$ cat src/rtl/button_debounce_fsm.sv
// -----------------------------------------------------------------------------
// button_debounce_fsm
//
// Debounces one raw mechanical button (arm jog / PWM duty adjust). The pin is
// brought into the clk domain by a two-flop synchronizer. The FSM looks at the
// synchronized level only on sample_tick strobes from the debounce tick
// counter. A level change is committed after N_STABLE consecutive ticks agree
// with the new level. A disagreeing tick during qualification aborts the
// change and is counted as a bounce.
//
//   state     | meaning
//   ----------+--------------------------------------------------------------
//   STABLE_LO | committed level 0, waiting for a tick that sees 1
//   CHECK_HI  | qualifying a 0->1 change, cnt_q counts agreeing ticks
//   STABLE_HI | committed level 1, waiting for a tick that sees 0
//   CHECK_LO  | qualifying a 1->0 change, cnt_q counts agreeing ticks
//
// Parameters:
//   N_STABLE   - consecutive agreeing ticks needed to commit (2..255)
//   IDLE_LEVEL - released button level; reset value of sync flops and level
//
// Ports:
//   clk         - system clock
//   rst_s_p     - synchronous active-high reset
//   sample_tick - one-cycle sample strobe
//   btn_in      - raw asynchronous button pin
//   btn_level   - debounced level (registered)
//   btn_rise    - one-cycle pulse on the cycle btn_level first shows 1
//   btn_fall    - one-cycle pulse on the cycle btn_level first shows 0
//   bounce_cnt  - saturating count of aborted transitions
// -----------------------------------------------------------------------------
module button_debounce_fsm #(
  parameter int unsigned N_STABLE   = 4,
  parameter bit          IDLE_LEVEL = 1'b0
) (
  input  logic       clk,
  input  logic       rst_s_p,
  input  logic       sample_tick,
  input  logic       btn_in,
  output logic       btn_level,
  output logic       btn_rise,
  output logic       btn_fall,
  output logic [7:0] bounce_cnt
);

  localparam int unsigned CNT_W = (N_STABLE > 1) ? $clog2(N_STABLE) : 1;
  // cnt_q holds the number of agreeing ticks already seen; the tick that
  // finds it at CNT_LAST is the N_STABLE-th one and commits the change.
  localparam logic [CNT_W-1:0] CNT_LAST = CNT_W'(N_STABLE - 1);
  localparam logic [CNT_W-1:0] CNT_ONE  = CNT_W'(1);
  localparam logic [7:0]       BOUNCE_MAX = 8'hFF;

  typedef enum logic [1:0] {
    STABLE_LO = 2'b00,
    CHECK_HI  = 2'b01,
    STABLE_HI = 2'b10,
    CHECK_LO  = 2'b11
  } state_t;

  localparam state_t RST_STATE = IDLE_LEVEL ? STABLE_HI : STABLE_LO;

  logic             sync_meta_q, sync_meta_d;
  logic             sync_q, sync_d;
  state_t           state_q, state_d;
  logic [CNT_W-1:0] cnt_q, cnt_d;
  logic             level_q, level_d;
  logic             rise_q, rise_d;
  logic             fall_q, fall_d;
  logic [7:0]       bounce_q, bounce_d;
  logic             bounce_hit;

  // Synchronizer: sync_q is the only view of the pin the FSM ever uses.
  always_comb begin
    sync_meta_d = btn_in;
    sync_d      = sync_meta_q;
  end

  always_comb begin
    state_d    = state_q;
    cnt_d      = cnt_q;
    level_d    = level_q;
    rise_d     = 1'b0;
    fall_d     = 1'b0;
    bounce_hit = 1'b0;

    // Between ticks nothing moves, so glitches that come and go between
    // two strobes never reach the state or counter.
    case (state_q)
      STABLE_LO: begin
        cnt_d = '0;
        if (sample_tick && sync_q) begin
          state_d = CHECK_HI;
          cnt_d   = CNT_ONE;
        end
      end

      CHECK_HI: begin
        if (sample_tick) begin
          if (sync_q) begin
            if (cnt_q == CNT_LAST) begin
              state_d = STABLE_HI;
              cnt_d   = '0;
              level_d = 1'b1;
              rise_d  = 1'b1;
            end else begin
              cnt_d = cnt_q + 1'b1;
            end
          end else begin
            state_d    = STABLE_LO;
            cnt_d      = '0;
            bounce_hit = 1'b1;
          end
        end
      end

      STABLE_HI: begin
        cnt_d = '0;
        if (sample_tick && !sync_q) begin
          state_d = CHECK_LO;
          cnt_d   = CNT_ONE;
        end
      end

      CHECK_LO: begin
        if (sample_tick) begin
          if (!sync_q) begin
            if (cnt_q == CNT_LAST) begin
              state_d = STABLE_LO;
              cnt_d   = '0;
              level_d = 1'b0;
              fall_d  = 1'b1;
            end else begin
              cnt_d = cnt_q + 1'b1;
            end
          end else begin
            state_d    = STABLE_HI;
            cnt_d      = '0;
            bounce_hit = 1'b1;
          end
        end
      end

      default: begin
        state_d = RST_STATE;
        cnt_d   = '0;
        level_d = IDLE_LEVEL;
      end
    endcase
  end

  // Bounce counter sticks at full scale until the next reset.
  always_comb begin
    bounce_d = bounce_q;
    if (bounce_hit && (bounce_q != BOUNCE_MAX)) begin
      bounce_d = bounce_q + 8'd1;
    end
  end

  always_ff @(posedge clk) begin
    if (rst_s_p) begin
      sync_meta_q <= IDLE_LEVEL;
      sync_q      <= IDLE_LEVEL;
      state_q     <= RST_STATE;
      cnt_q       <= '0;
      level_q     <= IDLE_LEVEL;
      rise_q      <= 1'b0;
      fall_q      <= 1'b0;
      bounce_q    <= 8'd0;
    end else begin
      sync_meta_q <= sync_meta_d;
      sync_q      <= sync_d;
      state_q     <= state_d;
      cnt_q       <= cnt_d;
      level_q     <= level_d;
      rise_q      <= rise_d;
      fall_q      <= fall_d;
      bounce_q    <= bounce_d;
    end
  end

  assign btn_level  = level_q;
  assign btn_rise   = rise_q;
  assign btn_fall   = fall_q;
  assign bounce_cnt = bounce_q;

endmodule

$ cat config.mk
export PLATFORM = sky130hd
export DESIGN_NAME = button_debounce_fsm
export DESIGN_NICKNAME = d
export VERILOG_FILES = /design/src/rtl/button_debounce_fsm.sv
export SDC_FILE = /design/constraint.sdc
export NUM_CORES = 1
export LEC_CHECK = 0
export CELL_PAD_IN_SITES_DETAIL_PLACEMENT = 0
export CELL_PAD_IN_SITES_GLOBAL_PLACEMENT = 1
export CORE_MARGIN = 2
export CORE_UTILIZATION = 30
export DETAILED_ROUTE_END_ITERATION = 8
export PLACE_DENSITY_LB_ADDON = 0.1
export REMOVE_ABC_BUFFERS = 1
export SETUP_SLACK_MARGIN = 0.3
export SLEW_MARGIN = 25
export SYNTH_ARGS = -nofsm -noshare
export SYNTH_HDL_FRONTEND = slang
export SYNTH_SLANG_ARGS = --single-unit
export TNS_END_PERCENT = 10
$ cat constraint.sdc
create_clock -name clk -period 4.56 [get_ports clk]
set_clock_uncertainty 0.2 [all_clocks]
set_input_delay 0.912 -clock clk [delete_from_list [all_inputs] [get_ports clk]]
set_output_delay 0.912 -clock clk [all_outputs]
set_load 0.005 [all_outputs]
After elaboration in Yosys (flattened, before gate mapping)
Cells that the tools add are included.
W data, S select, Z words.

operators by class
  reductions and logical operators = 11
  add/subtract/negate cells = 2
  multiplexer cells = 30
  equality and inequality tests = 15
  bitwise operators = 4

operator list
  kind                   number
  $mux W2                13
  $ne A2 B2 Y1 const B   8
  $pmux W2 S4            2
  $mux W1                13
  $add A8 B1 Y8 const B  1
  $ne A8 B8 Y1 const B   1
  $reduce_or A4 Y1       2
  $reduce_and A7 Y1      1
  $eq A2 B2 Y1 const B   3
  $ne A3 B3 Y1 const B   2
  $reduce_and A6 Y1      1
  $not A1 Y1             4
  $pmux W1 S2            2
  $logic_and A1 B1 Y1    3
  $add A2 B1 Y2 const B  1
  $eq A2 B1 Y1 const B   1
  $logic_not A2 Y1       1
  $reduce_and A2 Y1      1
  $reduce_bool A2 Y1     1
  $logic_not A1 Y1       1

storage, ports and cells
  output and inout bits = 11
  flip-flop bits (word level) = 17
  bits of input ports = 4

Longest topological paths before layout
Gate-level depths: netlist (run 1).

  depth after elaboration = 5
  gate-level depth with buffers = 5
  depth with buffers taken out = 5

Least setup slack after synthesis (run 1)
Ideal clock, no wire load.

  kind = input-to-reg
  from = input sample_tick
  to = register bounce_q[5], in the netlist bounce_cnt[5]
  path buffers = 0
  data arrival time = 1.661 ns
  path slack = 2.577 ns
  stages on the path = 4
  cells stage by stage = nand2_2 nor4_4 o211ai_1 mux2_4

on the way
  longest elaborated chain between the ends = 3
  elaborated cells between the ends (all ways) = 4
  those cells by class = 3 x mux; 1 x reduce/logical

ends and longest elaborated chain
  item                        line     text
  start: declaration          38       input logic sample_tick,
  $mux W1 (on tied branches)  125, 98
  $pmux W1 S2 (*)             88       case (state_q)
  $logic_and A1 B1 Y1 (*)     154      if (bounce_hit && (bounce_q != BOUNCE_MAX)) begin
  end signal: assignment      177      bounce_q <= bounce_d;
  end: declaration            69       logic [7:0] bounce_q, bounce_d;

Every way passes the cells marked *; elsewhere a longest branch is shown, timed or not.
A chain may end at the register's enable or synchronous reset.

Worst setup path in the final report (run 1)
Same ends and word-level chain as after synthesis.

==> metrics, run 1 <==
status=complete, no violations; Overflow after GRT=0; Synth Cell Area=829.5 µm²; pwr dens=240.1 nW/µm²; drt wl/cell=12.94 µm; Synth Area per Inst=9.995 µm²; storage element area=340.3 µm²; RD Place Congestion=0.7339; Starting Density=30.88%; final setup fails=0; relative slew slack=57.82%; layout net count=107; Top Ports=15; Die Wd=56.59 µm; worst vdd ir=0.0001210 V; Overall Power=244.9 µW; largest net degree at the start of global routing=18; Non-Filler Instances=130; clock buffer count from CTS=3; Area Overhead vs Synth=22.93%; number of global-route vias before repair=656; critical path endpoint category=flop; CTS clk-pin slew, worst paths=0.10 ns; DR vias=667; drt drc=0; Antenna diodes=0; Final min period=2.442 ns; CTS root buffer=clkbuf_4; clk buf depth=2; Slowest-stage cell, CP=clkdlybuf4s50_1; # fillers=286; Via density=5.131; cts repair resizes=0; Final Max Slew Viols=0; dpl hpwl=1.200 mm; die height=56.59 µm; Clk Latency, worst-skew pair=0.28 ns; most frequent cells in the layout=dfxtp_1 (17), clkdlybuf4s50_1 (14), nor2_1 (7); all-layer global routing usage=11.63%; worst hold path cell count=1; Setup TNS=0 ns; antenna violations before repair=0; cell count after placement=126; fin crit share=53.55%; # rows=19; Worst Hold Class=reg2reg; area occupied by multi-input gates=466.7 µm²; reg-to-reg critical path startpoint=bounce_cnt[0]$_SDFFE_PP0P_; Worst Reg2Reg Path Length in Cells=5; TritonCTS clock tree=done; core area=2686 µm²; Worst EP arrival=2.42 ns; unrepaired setup endpoints after global routing=false; 1st-pass router iterations=4; DRT Wirelength=1.682 mm; post-route cell area=1020 µm²; global-route wire length before repair=2.863 mm; Least-Margin Pin Slew=0.6307 ns; crit path kind=in2reg; post-CTS setup buffer count=0; Min Hold Slack=0.2459 ns; die area=3202 µm²; crit start category=input pin; 1st-iter DRT viols=15; R2R Setup Slk=2.68 ns; hold buffers post-CTS=0; Mapped Cells=83; Critical Path Fanout Max=8; Req. time, crit path=4.54 ns; final hold vios=0; H-tree depth=1; synthesis warning total=0; HP Start=sync_d$_SDFF_PP0_; max-cap violations=0; Synth Register Bits=17; sequential area share after synthesis=41.03%; Worst R2R End=bounce_cnt[6]$_SDFFE_PP0P_; ANT nets after route=0; most common cell after layout, fill and taps aside=dfxtp_1; input/output buffers=14; Lkg Pwr=0.3345 nW; Hold Path Sink=sync_q$_SDFF_PP0_; Crit path largest cell delay=0.63 ns; CTS sink count=17; DP Area=993.5 µm²; Crit. Startpoint=sample_tick; layout cell share with drive strength beyond 1=13.13%; worst path cell trace=clkdlybuf4s50_1 -> nand2_2 -> nor4_4 -> o211ai_1 -> mux2_4; Max Fclk=0.4095 GHz; Netlist cell types=37
layer usage:
layer	up-vias	global-route usage [%]	wire (µm)
met4	0	5.102	17
met1	321	15.77	850
met3	2	2.074	45
met5	-	0	0
met2	7	17.94	769
li1	337	-	-
logic make-up after synthesis:
logic type      after synthesis  synth area share, %
simple gates                 36                26.55
mux                           3                4.223
fa+ha+maj                     3                4.525
flops                        17                41.03
buf+inv                       4                2.715
xor+xnor                      3                4.073
compound gates               17                16.89
metrics by stage:
step	utilization (%)	setup WS [ns]
2_1_floorplan	-	2.577
3_3_place_gp	36.98	1.849
3_5_place_dp	36.98	1.815
4_1_cts	37.96	2.123
5_1_grt	37.96	2.037
6_report	37.96	2.118
cell type report:
type,instances,area share (%)
clock buffer,4,2.577
tap,31,3.804
inverter,2,0.7362
timing repair buffer,14,13.74
multi-input combinational,62,45.77
sequential,17,33.37
power by group:
part / switching [mW] / total (mW) / internal [mW]
clock: 0.0463 / 0.0802 / 0.0339
sequential: 0.00185 / 0.152 / 0.150
combinational: 0.00690 / 0.0128 / 0.00595
total: 0.0550 / 0.245 / 0.190
how the worst max path moves through the flow:
| stage | end | slack, ns | depth (start not counted) |
|---|---|---|---|
| CTS | bounce_cnt[5]$_SDFFE_PP0P_ | 2.12 | 5 |
| detailed placement | bounce_cnt[5]$_SDFFE_PP0P_ | 1.82 | 5 |
| global route | bounce_cnt[5]$_SDFFE_PP0P_ | 2.04 | 5 |
| floorplan | bounce_cnt[5]$_SDFFE_PP0P_ | 2.58 | 4 |
| global placement | bounce_cnt[5]$_SDFFE_PP0P_ | 1.85 | 5 |
| finish | bounce_cnt[5]$_SDFFE_PP0P_ | 2.12 | 5 |
Yosys cell counts:
| master | count | area (µm²) |
|---|---|---|
| nor3_1 | 6 | 30.03 |
| nand4_1 | 1 | 6.260 |
| mux2i_1 | 2 | 20.02 |
| and2b_2 | 1 | 8.760 |
| a21oi_1 | 4 | 20.02 |
| a311oi_1 | 1 | 8.760 |
| o311ai_2 | 1 | 16.27 |
| or2_2 | 1 | 6.260 |
| o211ai_1 | 1 | 7.510 |
| nor4_2 | 1 | 12.51 |
| nor4bb_1 | 1 | 10.01 |
| or2b_1 | 1 | 7.510 |
| nand3b_1 | 2 | 15.01 |
| inv_1 | 2 | 7.510 |
| xnor2_1 | 1 | 8.760 |
| nand2_1 | 4 | 15.01 |
| ha_1 | 3 | 37.54 |
| nand2b_1 | 1 | 6.260 |
| a41oi_1 | 1 | 8.760 |
| o221a_2 | 1 | 11.26 |
| nor3b_1 | 1 | 7.510 |
| nand3_1 | 2 | 10.01 |
| mux2_4 | 1 | 15.01 |
| buf_6 | 1 | 11.26 |
| o2111a_1 | 2 | 22.52 |
| o21a_1 | 1 | 7.510 |
| xor2_2 | 1 | 16.27 |
| nand2_2 | 1 | 6.260 |
| nor4_4 | 1 | 21.27 |
| dfxtp_1 | 17 | 340.3 |
| nor2_1 | 7 | 26.28 |
| nor2b_1 | 4 | 25.02 |
| a31oi_1 | 4 | 25.02 |
| clkbuf_1 | 1 | 3.750 |
| and2_1 | 1 | 6.260 |
| a211oi_2 | 1 | 12.51 |
| xor2_1 | 1 | 8.760 |
sequential cells by signal (all words and copies together), names as in the netlist, named ones only:
| register | flops |
|---|---|
| sync_d | 1 |
| btn_level | 1 |
| bounce_cnt | 8 |
| state_q | 1 |
| sync_q | 1 |
| cnt_q | 2 |
| btn_fall | 1 |
| btn_rise | 1 |
critical path, delay by kind of cell:
kind | cells | cell delay [ns]
buf+inv | 1 | 0.63
simple gates | 2 | 0.41
mux | 1 | 0.31
compound gates | 1 | 0.15
Note: power is estimated with default switching activity, not from simulation.
==> run 2, diff against run 1 <==
Clock period 4.56 ns to 2.5 ns, I/O delays scaled along.
==> run 2 against run 1 <==
- wire length is 1.7% higher
- sequential power is 82% higher
- hold slack better by 0.0036 ns
- core utilization is 0.28 points higher
- first-iteration DRC count is 33% lower
==> metrics, run 2 (synthesized netlist as in run 1, its figures left out) <==
drt wl/cell=13.05 µm; RD Place Congestion=0.7409; Worst Hold Class=reg2reg; antenna violations before repair=0; cts repair resizes=0; Max Fclk=0.4886 GHz; Least-Margin Pin Slew=0.4262 ns; crit path kind=in2reg; global-route wire length before repair=2.925 mm; worst vdd ir=0.0002141 V; CTS clk-pin slew, worst paths=0.10 ns; TritonCTS clock tree=done; Top Ports=15; unrepaired setup endpoints after global routing=false; Antenna diodes=0; most frequent cells in the layout=dfxtp_1 (17), clkdlybuf4s50_1 (14), nor2_1 (7); clock buffer count from CTS=3; pwr dens=436.4 nW/µm²; ANT nets after route=0; hold buffers post-CTS=0; clk buf depth=2; # rows=19; core area=2686 µm²; critical path endpoint category=flop; all-layer global routing usage=11.51%; fin crit share=81.87%; H-tree depth=1; Die Wd=56.59 µm; drt drc=0; Largest register FFs=8; dpl hpwl=1.240 mm; max-cap violations=0; Worst EP arrival=2.03 ns; die area=3202 µm²; Lkg Pwr=0.3393 nW; largest net degree at the start of global routing=10; DRT Wirelength=1.710 mm; Place WS=0.1521 ns; input/output buffers=14; most common cell after layout, fill and taps aside=dfxtp_1; CTS sink count=17; post-CTS setup buffer count=0; Area Overhead vs Synth=23.83%; status=complete, no violations; 1st-pass router iterations=3; layout net count=108; final setup fails=0; R2R Setup Slk=0.61 ns; Starting Density=30.88%; layout cell share with drive strength beyond 1=14.00%; Req. time, crit path=2.48 ns; DR vias=679; worst setup margin=0.4533 ns; number of global-route vias before repair=663; die height=56.59 µm; Final Max Slew Viols=0; Clk Latency, worst-skew pair=0.28 ns; Setup TNS=0 ns; crit start category=input pin; Via density=5.183; final hold vios=0; Overflow after GRT=0; Final min period=2.047 ns; 1st-iter DRT viols=10; CTS root buffer=clkbuf_4; Critical Path Fanout Max=8; relative slew slack=71.56%
## run 2: cell count changes in the layout (fill, tap and decap cells not counted)
cell,change
buf_4,+1
## run 2: final cells by class
class,instances,area [µm²]
Tap cell,31,38.79
Timing Repair Buffer,15,147.6
Clock buffer,4,26.28
Inverter,2,7.507
Multi-Input combinational cell,62,466.7
Fill cell,277,1659
Sequential cell,17,340.3
## run 2: metrics by stage
stage	area [µm²]	power [mW]	hold WS [ns]	utilization, %	instances
6_report	1027	0.4482	0.2495	38.24	131
5_1_grt	1027	0.4769	0.2692	38.24	131
4_1_cts	1027	0.4607	0.2589	38.24	131
3_5_place_dp	1001	0.3085	0.2270	37.26	127
3_3_place_gp	1001	0.3081	0.2191	37.26	127
2_1_floorplan	814.5	0.2934	0.2138	-	81
## run 2: path summary, 6_finish.rpt
path,from,cells past startpoint,end
max,sample_tick,5,bounce_cnt[5]$_SDFFE_PP0P_
max reg2reg,bounce_cnt[0]$_SDFFE_PP0P_,5,bounce_cnt[6]$_SDFFE_PP0P_
min,sync_d$_SDFF_PP0_,1,sync_q$_SDFF_PP0_
min reg2reg,sync_d$_SDFF_PP0_,1,sync_q$_SDFF_PP0_
## run 2: power breakdown
group	switching [mW]	leakage, nW	internal [mW]
Combinational	0.0132	0.187	0.0118
Clock	0.0843	0.0150	0.0619
Sequential	0.00353	0.137	0.274
Total	0.101	0.339	0.347
## run 2: worst max-delay path: stages
cell and delay, ns:
clkdlybuf4s50_1 0.62, nand2_2 0.15, nor4_4 0.27, o211ai_1 0.17, mux2_4 0.32
## run 2: per-layer routing
layer  track usage, %  routed length, µm  share of wire (%)
met1            15.68                855                 50
met2            17.11                753                 44
met3            2.765                 66                3.9
met4            5.102                 34                2.0
met5                0                  0                  0
